--- config.mk ---
export PLATFORM = sky130hd
export DESIGN_NAME = uart_tx_fifo_flat
export DESIGN_NICKNAME = d
export VERILOG_FILES = /design/src/rtl/uart_tx_fifo_pkg.sv /design/src/rtl/uart_tx_fifo_if.sv /design/src/rtl/uart_tx_fifo_sync_fifo.sv /design/src/rtl/uart_tx_fifo.sv /design/src/flat_wrapper.sv
export SDC_FILE = /design/constraint.sdc
export NUM_CORES = 1
export LEC_CHECK = 0
export ABC_CLOCK_PERIOD_IN_PS = 4430
export CAP_MARGIN = 25
export CORE_UTILIZATION = 54
export CTS_CLUSTER_DIAMETER = 80
export DETAILED_ROUTE_END_ITERATION = 12
export GPL_TIMING_DRIVEN = 0
export PLACE_DENSITY = 0.71
export SLEW_MARGIN = 30
export SYNTH_ARGS = -nofsm -noshare
export SYNTH_HDL_FRONTEND = slang
export SYNTH_SLANG_ARGS = --single-unit
--- constraint.sdc ---
create_clock -name clk -period 4.43 [get_ports clk]
set_input_delay 1.1075 -clock clk [delete_from_list [all_inputs] [get_ports clk]]
set_output_delay 1.1075 -clock clk [all_outputs]
set_load 0.005 [all_outputs]
--- src/rtl/uart_tx_fifo_pkg.sv ---
// Shared definitions for the UART transmit path: framer state encoding and line levels.
// Imported by the FIFO transmitter top and reusable by the planned receiver.
package uart_tx_fifo_pkg;

   typedef enum logic [2:0] {
      ST_IDLE,
      ST_START,
      ST_DATA,
      ST_PARITY,
      ST_STOP
   } tx_state_t;

   localparam logic LINE_IDLE = 1'b1;

endpackage

--- src/rtl/uart_tx_fifo_if.sv ---
// Write-port and status bundle between register/readout logic (master) and uart_tx_fifo (slave).
interface uart_tx_fifo_if #(
   parameter int unsigned DATA_W  = 8,
   parameter int unsigned FIFO_AW = 4
);
   logic              ld_tx_data;
   logic [DATA_W-1:0] tx_data;
   logic              tx_enable;
   logic              tx_out;
   logic              tx_empty;
   logic              tx_full;
   logic [FIFO_AW:0]  tx_count;
   logic              overflow;

   modport master (
      output ld_tx_data, tx_data, tx_enable,
      input  tx_out, tx_empty, tx_full, tx_count, overflow
   );

   modport slave (
      input  ld_tx_data, tx_data, tx_enable,
      output tx_out, tx_empty, tx_full, tx_count, overflow
   );
endinterface

--- src/rtl/uart_tx_fifo_sync_fifo.sv ---
// First-word-fall-through synchronous FIFO with occupancy count and full/empty flags.
// Shared with the planned receiver; writes while full and reads while empty are ignored.
module uart_sync_fifo #(
   parameter int unsigned DW = 8,
   parameter int unsigned AW = 4
) (
   input  logic          clk,
   input  logic          reset,
   input  logic          i_wr,
   input  logic [DW-1:0] i_wr_data,
   input  logic          i_rd,
   output logic [DW-1:0] o_rd_data,
   output logic [AW:0]   o_count,
   output logic          o_full,
   output logic          o_empty
);
   localparam int unsigned DEPTH      = 1 << AW;
   localparam logic [AW:0] COUNT_FULL = {1'b1, {AW{1'b0}}};

   logic [DW-1:0] r_mem [DEPTH];
   logic [AW-1:0] r_wr_ptr;
   logic [AW-1:0] r_rd_ptr;
   logic [AW:0]   r_count;
   logic          w_wr_en;
   logic          w_rd_en;

   // Full is judged on the registered count, so a same-cycle read never frees a slot for a write.
   assign w_wr_en   = i_wr & ~o_full;
   assign w_rd_en   = i_rd & ~o_empty;
   assign o_full    = (r_count == COUNT_FULL);
   assign o_empty   = (r_count == '0);
   assign o_count   = r_count;
   assign o_rd_data = r_mem[r_rd_ptr];

   always_ff @(posedge clk) begin
      if (w_wr_en) begin
         r_mem[r_wr_ptr] <= i_wr_data;
      end
   end

   always_ff @(posedge clk) begin
      if (!reset) begin
         r_wr_ptr <= '0;
         r_rd_ptr <= '0;
         r_count  <= '0;
      end else begin
         if (w_wr_en) begin
            r_wr_ptr <= r_wr_ptr + 1'b1;
         end
         if (w_rd_en) begin
            r_rd_ptr <= r_rd_ptr + 1'b1;
         end
         case ({w_wr_en, w_rd_en})
            2'b10:   r_count <= r_count + 1'b1;
            2'b01:   r_count <= r_count - 1'b1;
            default: r_count <= r_count;
         endcase
      end
   end

endmodule

--- src/rtl/uart_tx_fifo.sv ---
// FIFO-buffered UART transmitter: configurable data width, stop bits and baud divider.
// Define UART_TX_PARITY_EN to insert a parity bit (sense set by PARITY_ODD) after the data bits.
module uart_tx_fifo
   import uart_tx_fifo_pkg::*;
#(
   parameter int unsigned DATA_W       = 8,
   parameter int unsigned CLKS_PER_BIT = 434,
   parameter int unsigned STOP_BITS    = 1,
   parameter int unsigned FIFO_AW      = 4,
   parameter int unsigned PARITY_ODD   = 0
) (
   input  logic          clk,
   input  logic          reset,
   uart_tx_fifo_if.slave bus
);
`ifdef UART_TX_PARITY_EN
   localparam bit HAS_PARITY = 1'b1;
`else
   localparam bit HAS_PARITY = 1'b0;
`endif

   localparam int unsigned       BAUD_W    = (CLKS_PER_BIT > 1) ? $clog2(CLKS_PER_BIT) : 1;
   localparam int unsigned       BIT_W     = $clog2(DATA_W);
   localparam logic [BAUD_W-1:0] BAUD_LAST = BAUD_W'(CLKS_PER_BIT - 1);
   localparam logic [BIT_W-1:0]  BIT_LAST  = BIT_W'(DATA_W - 1);
   localparam logic              STOP_LAST = 1'(STOP_BITS - 1);

   tx_state_t         r_state,  w_state_nxt;
   logic [BAUD_W-1:0] r_baud,   w_baud_nxt;
   logic [BIT_W-1:0]  r_bit,    w_bit_nxt;
   logic              r_stop,   w_stop_nxt;
   logic [DATA_W-1:0] r_shift,  w_shift_nxt;
   logic              r_parity, w_parity_nxt;
   logic              r_tx_out;
   logic              r_overflow;
   logic              w_line;
   logic              w_pop;
   logic              w_baud_end;
   logic [DATA_W-1:0] w_head;
   logic [FIFO_AW:0]  w_count;
   logic              w_full;
   logic              w_fifo_empty;

   uart_sync_fifo #(
      .DW (DATA_W),
      .AW (FIFO_AW)
   ) u_fifo (
      .clk       (clk),
      .reset     (reset),
      .i_wr      (bus.ld_tx_data),
      .i_wr_data (bus.tx_data),
      .i_rd      (w_pop),
      .o_rd_data (w_head),
      .o_count   (w_count),
      .o_full    (w_full),
      .o_empty   (w_fifo_empty)
   );

   assign w_baud_end = (r_baud == BAUD_LAST);

   always_comb begin
      w_state_nxt  = r_state;
      w_baud_nxt   = r_baud + 1'b1;
      w_bit_nxt    = r_bit;
      w_stop_nxt   = r_stop;
      w_shift_nxt  = r_shift;
      w_parity_nxt = r_parity;
      w_pop        = 1'b0;
      w_line       = LINE_IDLE;
      if (w_baud_end) begin
         w_baud_nxt = '0;
      end
      case (r_state)
         ST_IDLE: begin
            w_baud_nxt = '0;
            if (bus.tx_enable && !w_fifo_empty) begin
               w_pop       = 1'b1;
               w_state_nxt = ST_START;
            end
         end
         ST_START: begin
            w_line = 1'b0;
            if (w_baud_end) begin
               w_bit_nxt   = '0;
               w_state_nxt = ST_DATA;
            end
         end
         ST_DATA: begin
            w_line = r_shift[0];
            if (w_baud_end) begin
               w_shift_nxt = r_shift >> 1;
               w_bit_nxt   = r_bit + 1'b1;
               if (r_bit == BIT_LAST) begin
                  w_stop_nxt  = 1'b0;
                  w_state_nxt = HAS_PARITY ? ST_PARITY : ST_STOP;
               end
            end
         end
         ST_PARITY: begin
            w_line = r_parity;
            if (w_baud_end) begin
               w_stop_nxt  = 1'b0;
               w_state_nxt = ST_STOP;
            end
         end
         ST_STOP: begin
            if (w_baud_end) begin
               if (r_stop == STOP_LAST) begin
                  // Chain straight into the next start bit so queued frames leave no idle gap.
                  if (bus.tx_enable && !w_fifo_empty) begin
                     w_pop       = 1'b1;
                     w_state_nxt = ST_START;
                  end else begin
                     w_state_nxt = ST_IDLE;
                  end
               end else begin
                  w_stop_nxt = r_stop + 1'b1;
               end
            end
         end
         default: begin
            w_state_nxt = ST_IDLE;
         end
      endcase
      if (w_pop) begin
         w_shift_nxt  = w_head;
         w_parity_nxt = (^w_head) ^ (PARITY_ODD != 0);
      end
   end

   always_ff @(posedge clk) begin
      if (!reset) begin
         r_state    <= ST_IDLE;
         r_baud     <= '0;
         r_bit      <= '0;
         r_stop     <= 1'b0;
         r_shift    <= '0;
         r_parity   <= 1'b0;
         r_tx_out   <= LINE_IDLE;
         r_overflow <= 1'b0;
      end else begin
         r_state    <= w_state_nxt;
         r_baud     <= w_baud_nxt;
         r_bit      <= w_bit_nxt;
         r_stop     <= w_stop_nxt;
         r_shift    <= w_shift_nxt;
         r_parity   <= w_parity_nxt;
         r_tx_out   <= w_line;
         r_overflow <= r_overflow | (bus.ld_tx_data & w_full);
      end
   end

   assign bus.tx_out   = r_tx_out;
   assign bus.tx_empty = w_fifo_empty && (r_state == ST_IDLE);
   assign bus.tx_full  = w_full;
   assign bus.tx_count = w_count;
   assign bus.overflow = r_overflow;

endmodule

--- src/flat_wrapper.sv ---
// flat-port wrapper written by rule: the top's interface ports become plain ports
module uart_tx_fifo_flat import uart_tx_fifo_pkg::*;
#(
   parameter int unsigned DATA_W       = 8,
   parameter int unsigned CLKS_PER_BIT = 434,
   parameter int unsigned STOP_BITS    = 1,
   parameter int unsigned FIFO_AW      = 4,
   parameter int unsigned PARITY_ODD   = 0
)
  (clk, reset, bus_ld_tx_data, bus_tx_data, bus_tx_enable, bus_tx_out, bus_tx_empty, bus_tx_full, bus_tx_count, bus_overflow);
  uart_tx_fifo_if #(.DATA_W(DATA_W), .FIFO_AW(FIFO_AW)) bus_i ();
  input  logic clk;
  input  logic reset;
  input wire logic [$bits(bus_i.ld_tx_data)-1:0] bus_ld_tx_data;
  input wire logic [$bits(bus_i.tx_data)-1:0] bus_tx_data;
  input wire logic [$bits(bus_i.tx_enable)-1:0] bus_tx_enable;
  output wire logic [$bits(bus_i.tx_out)-1:0] bus_tx_out;
  output wire logic [$bits(bus_i.tx_empty)-1:0] bus_tx_empty;
  output wire logic [$bits(bus_i.tx_full)-1:0] bus_tx_full;
  output wire logic [$bits(bus_i.tx_count)-1:0] bus_tx_count;
  output wire logic [$bits(bus_i.overflow)-1:0] bus_overflow;
  assign bus_i.ld_tx_data = bus_ld_tx_data;
  assign bus_i.tx_data = bus_tx_data;
  assign bus_i.tx_enable = bus_tx_enable;
  assign bus_tx_out = bus_i.tx_out;
  assign bus_tx_empty = bus_i.tx_empty;
  assign bus_tx_full = bus_i.tx_full;
  assign bus_tx_count = bus_i.tx_count;
  assign bus_overflow = bus_i.overflow;
  uart_tx_fifo #(.DATA_W(DATA_W), .CLKS_PER_BIT(CLKS_PER_BIT), .STOP_BITS(STOP_BITS), .FIFO_AW(FIFO_AW), .PARITY_ODD(PARITY_ODD)) u_core (.clk(clk), .reset(reset), .bus(bus_i));
endmodule
== After elaboration in Yosys (flattened, before gate mapping) ==
Memory sizes are Yosys's and may differ from the RTL's. A register that Yosys moved wholly into a read port is not among the register bits.
Index checks and enable logic that the tools add are counted.
Operators by class
  add/sub/neg operators: 7
  equal/unequal tests: 16
  mux-type cells: 31
  bitwise operators: 7
  reduce and logical (&&, ||, !) cells: 16
Operators by type and width (number)
  3-bit 2-to-1 mux: 9
  8-bit 2-to-1 mux: 3
  3-bit one-hot mux with 5 select lines: 1
  2-bit by 1-bit != test with 1-bit output (second input constant): 6
  1-bit 2-to-1 mux: 11
  5-bit one-hot mux with 2 select lines: 1
  9-bit by 1-bit adder with 9-bit output (second input constant): 1
  9-bit == test (second input constant): 1
  4-bit by 1-bit adder with 4-bit output (second input constant): 2
  4-bit 2-to-1 mux: 2
  2-bit nonzero test: 4
  8-bit XOR reduction: 1
  7-bit AND reduction: 1
  3-bit by 2-bit == test with 1-bit output (second input constant): 2
  3-bit == test (second input constant): 2
  1-bit one-hot mux with 3 select lines: 2
  3-bit one-hot mux with 2 select lines: 1
  5-bit by 1-bit adder with 5-bit output (second input constant): 1
  5-bit == test (second input constant): 1
  5-bit logical NOT: 1
  5-bit AND reduction: 1
  5-bit by 1-bit subtractor with 5-bit output (second input constant): 1
  3-bit by 1-bit adder with 3-bit output (second input constant): 1
  1-bit bitwise AND: 3
  other kinds (15): 18
Word-level totals
  register bits after elaboration: 40
  RAM bits: 128
  bits of input ports: 12
  output and inout port bits: 9
  logic and storage cells: 89
  memories kept: 1
Memory list
  u_core.u_fifo.r_mem: depth 16, width 8, read ports 1, clocked after memory_dff 1, wr ports 1, line uart_tx_fifo_sync_fifo.sv:20  | logic [DW-1:0] r_mem [DEPTH];

== Depth between registers and ports, before layout ==
  word-level depth: 10
  gate-level depth with buffers: 16
  mapped depth without buffers: 13

== By module ==
From an unflattened synthesis, not the netlist that was laid out.
Second synthesis, totals
  cells, all modules: 469
  area total of the unflattened synthesis: 7224.4 µm²
By module, submodules not included
  uart_sync_fifo: times used 1, cells each 331, area each 5931.9 µm², sequential area each 4184.0 µm²
  uart_tx_fifo: times used 1, cells each 138, area each 1292.5 µm², sequential area each 520.5 µm²

== Worst setup path after synthesis ==
Ideal clock, no wire load.
  path type: input-to-reg
  start point: in bus_ld_tx_data
  end point: reg u_core.u_fifo.r_count[4] (netlist: u_core.u_fifo.o_count[4])
  library setup time: 0.071 ns
  arrival: 3.305 ns
  data required time: 4.359 ns
  slack: 1.055 ns
  stages on the path: 11
  buffers on the path: 1
  path through: a21boi_1 inv_1 ha_1 clkbuf_1 xor2_1 ha_1 a31oi_1 o211ai_1 xnor2_1 or3_1 a21oi_1
On the way
  longest elaborated chain between the ends: 3
  elaborated cells between the ends (all ways): 5
  those cells by class: eq/ne: 2; mux: 1; bitwise: 1; reduce/logical: 1
RTL lines
  start: declaration: line flat_wrapper.sv:14  | input wire logic [$bits(bus_i.ld_tx_data)-1:0] bus_ld_tx_data;
  1-bit bitwise AND *: line uart_tx_fifo_sync_fifo.sv:28  | assign w_wr_en = i_wr & ~o_full;
  2-bit by 1-bit == test with 1-bit output or 2-bit == test (tied branches): line uart_tx_fifo_sync_fifo.sv:53  | case ({w_wr_en, w_rd_en})
  5-bit one-hot mux with 2 select lines or 2-bit nonzero test (tied branches)
  end signal: assignment: line uart_tx_fifo_sync_fifo.sv:54  | 2'b10: r_count <= r_count + 1'b1;
  end signal: assignment: line uart_tx_fifo_sync_fifo.sv:55  | 2'b01: r_count <= r_count - 1'b1;
  end signal: assignment: line uart_tx_fifo_sync_fifo.sv:56  | default: r_count <= r_count;
  end: declaration: line uart_tx_fifo_sync_fifo.sv:23  | logic [AW:0] r_count;
Every way passes the cells marked *; elsewhere a longest branch is shown, timed or not.
A chain may end at the register's enable or synchronous reset.

== Worst setup path after layout ==
Same ends and word-level chain as after synthesis.

==> results.yml <==
setup_path:
  cp.arrival_ns: 4.33
  critPathMostFrequentCell: "ha_1"
  cp.depth: 12
  crit_path_start_kind: "input port"
  cp_max_fo: 10
  cp-end-kind: "register"
  rr_worst_depth: 15
  crit_type: "in -> reg"
  critical_path.max_stage_delay_ns: 0.72
  slowest_stage: "a21boi_1"
  path_buf_inv: 3
  worstPathCellList: "clkdlybuf4s50_1 > a21boi_1 > inv_1 > ha_1 > clkbuf_1 > xor2_1 > ha_1 > a31oi_1 > o211ai_1 > xnor2_1 > or3_1 > a21oi_1"
  required_ns: 4.78
  crit_family: "compound AO/OA/AOI/OAI gates"
power:
  swShare: 0.2711
  seqPwrFrac: 0.450
  leakagePower_nw: 2.683
  p_comb_frac: 0.219
  power_density_nw_per_um2: 516.7
  irDropWorstVdd_uv: 327.2
  pwr-share-clk: 0.331
  power_switching_mw: 1.125
  p_int_mw: 3.025
status:
  status: "complete, no violations"
sta:
  rsz0062_at_grt: "no"
  worstMarginPinSlew_ns: 0.8470
  clock_skew_ns: 0.007396
  min_period_ns: 3.983
  hold_viol: 0
  slew_headroom: 0.4341
  clock.fmax_mhz: 251.1
  finalSetupTns_ns: 0
  slew_violations: 0
  setup_violations: 0
  fin_crit_sh: 0.8990
logic_synthesis:
  synth_top_area_share: 0.5464
  synthesis.area_sq_um: 7034
  syn_nets: 483
  yosys_warnings: 0
  async_flop_share: 0
  synth_cells: 459
  synth.avg_cell_area_sq_um: 15.33
  synth.distinct_cells: 44
  netlist_top_cells_area: "edfxtp_1 (55%), dfxtp_1 (12%), mux4_2 (10%), nor2_1 (3.3%), a22oi_1 (2.2%)"
  synth-seq-cells: 171
  yosysSeqAreaShare: 0.6688
  yosysTopAreaCell: "edfxtp_1"
  synth_edf_count: 128
  synth_flop_cell: "edfxtp_1"
clock_network:
  cts_tree: "built"
  cts_root_buffer: "clkbuf_16"
  hold_buffers: 0
  clockBufferDepth: 2
  ctsResizeCount: 0
  cts_buffers: 17
  clk_pin_slew_worst_paths_ns: 0.06
  insertion_delay_ns: 0.43
  cts_setup_buffers: 0
  htree_levels: 4
  clkSinkCount: 171
grt:
  grt.overflow.total: 0
  grt.total_usage: 0.2215
  grt_first_pass_wirelength_um: 21020
  grt_pass1_vias: 3852
  antenna_found_initial: 0
  grt_max_degree: 17
min_path:
  worstHoldPathCells: 1
  hold_class: "reg -> reg"
route:
  vias_per_cell: 5.775
  dr.pass1.iters: 5
  antenna_left: 0
  routed_wl_um: 13540
  drt-initial-drc-count: 314
  wl_per_cell_um: 19.82
  drc_errors: 0
  num_vias: 3944
layout:
  fill_cells: 937
  diodes: 0
  drive_gt1_frac: 0.1624
  fin_nets: 522
  multiInputGateArea_sq_um: 2196
  final_core_util: 0.6339
  regArea_sq_um: 4705
  area_growth_pct: 14.18
floorplan:
  core_area_sq_um: 12670
  ios: 21
  rows: 41
  die_h_um: 116.1
  die_x_um: 116.1
  die_area_sq_um: 13490
  initial_core_util: 0.5551
place:
  hpwl_um: 8994
  portBuffers: 20
  gp_congestion: 0.7872
job:
  cap_violations: 0
## synth_stat cells (all sizes together), types with 3 or more instances
cell	count
a21oi	10
mux2i	11
o21ai	6
inv	7
xnor2	14
xor2	11
edfxtp	128
nand4	3
dfxtp	43
mux2	8
nor2	62
a22oi	22
mux4	32
or3	4
clkbuf	11
nand2	22
nand2b	4
buf	15
ha	12
nor3	8
nand3	3
## stage by stage
step	setup slack (ns)	cell area, sq um	hold slack (ns)	total power [mW]	cells
2_1_floorplan	1.055	7034	0.4295	2.550	459
3_3_place_gp	0.2277	7450	0.4404	2.772	651
3_5_place_dp	0.1584	7477	0.4727	2.802	651
4_1_cts	0.5617	8031	0.4871	4.166	683
5_1_grt	0.1657	8031	0.5065	4.319	683
6_report	0.4473	8031	0.4749	4.150	683
## sequential cells by signal (all words and copies together), names as in the netlist, named ones only
register and count:
u_core.r_parity 1, u_core.r_state 3, u_core.bus.overflow 1, u_core.r_shift 8, u_core.u_fifo.r_rd_ptr 4, u_core.u_fifo.r_mem 128
u_core.r_baud 9, u_core.r_bit 3, u_core.u_fifo.r_wr_ptr 4, u_core.bus.tx_out 1, u_core.u_fifo.o_count 5
## per-layer routing
metal | GRT usage | vias up | wire [um]
li1 | - | 1821 | -
met1 | 0.3043 | 1980 | 5841
met2 | 0.3472 | 116 | 6708
met3 | 0.04411 | 27 | 664
met4 | 0.09915 | 0 | 322
met5 | 0 | - | 0
## layout by cell type, fill, tap and decap left out, types with 4 or more instances in the layout
cell type and count:
buf_1 6, a22oi_1 21, nor2_1 62, ha_1 12
nand2_1 22, clkbuf_16 17, xnor2_1 14, clkbuf_1 11
inv_1 7, mux2_1 6, clkinv_4 4, xor2_1 11
mux2i_1 11, nor3_2 4, o21ai_0 5, edfxtp_1 128
or3_1 4, clkinvlp_4 6, mux4_2 32, dfxtp_1 43
a21oi_1 10, clkdlybuf4s50_1 20, nor3_1 4, nand2b_1 4
## worst reg2reg max path, delay by kind of cell (launching register included)
kind / cells / cell delay, ns
AO/OA/AOI/OAI: 4 / 1.08
XOR/XNOR: 2 / 0.28
adder cells (fa/ha/maj): 3 / 0.57
buffers and inverters: 3 / 0.62
flip-flops: 1 / 0.38
AND/OR/NAND/NOR: 3 / 0.72
## area by class of cell
cell class / instances / share of cell area
plain buffers: 26 / 0.01683
clock buffers: 17 / 0.05297
clock inverters: 15 / 0.01605
inverters: 7 / 0.003272
multi-input cells: 255 / 0.2734
flip-flops and latches: 171 / 0.5858
well taps: 172 / 0.02680
repair buffers: 20 / 0.02493
## cell families after synthesis
kind of cell	Yosys count	share of synthesized area
xor gates and xnor gates	25	0.03113
AOI/OAI and AO/OA	48	0.04838
adders and majority gates	12	0.02134
and+or+nand+nor	119	0.07595
DFF	171	0.6688
muxes	51	0.1314
buffers and inverters	33	0.02294
## path summary, 6_finish.rpt
path,start,endpoint,slack [ns]
max,bus_ld_tx_data,u_core.u_fifo.o_count[4],0.45
min,u_core.r_baud[0],u_core.r_baud[0],0.47
max reg2reg,u_core.r_baud[0],u_core.u_fifo.o_count[4],0.70
min reg2reg,u_core.r_baud[0],u_core.r_baud[0],0.47
## power by group through the flow
| stage | Sequential (mW) | Combinational [mW] | Clock (mW) |
|---|---|---|---|
| finish | 1.87 | 0.908 | 1.37 |
| detailed placement | 1.90 | 0.903 | 0 |
| CTS | 1.87 | 0.907 | 1.39 |
| global route | 1.88 | 0.991 | 1.45 |
| floorplan | 1.89 | 0.665 | 0 |
| global placement | 1.89 | 0.879 | 0 |
(Power assumes the default switching activity.)
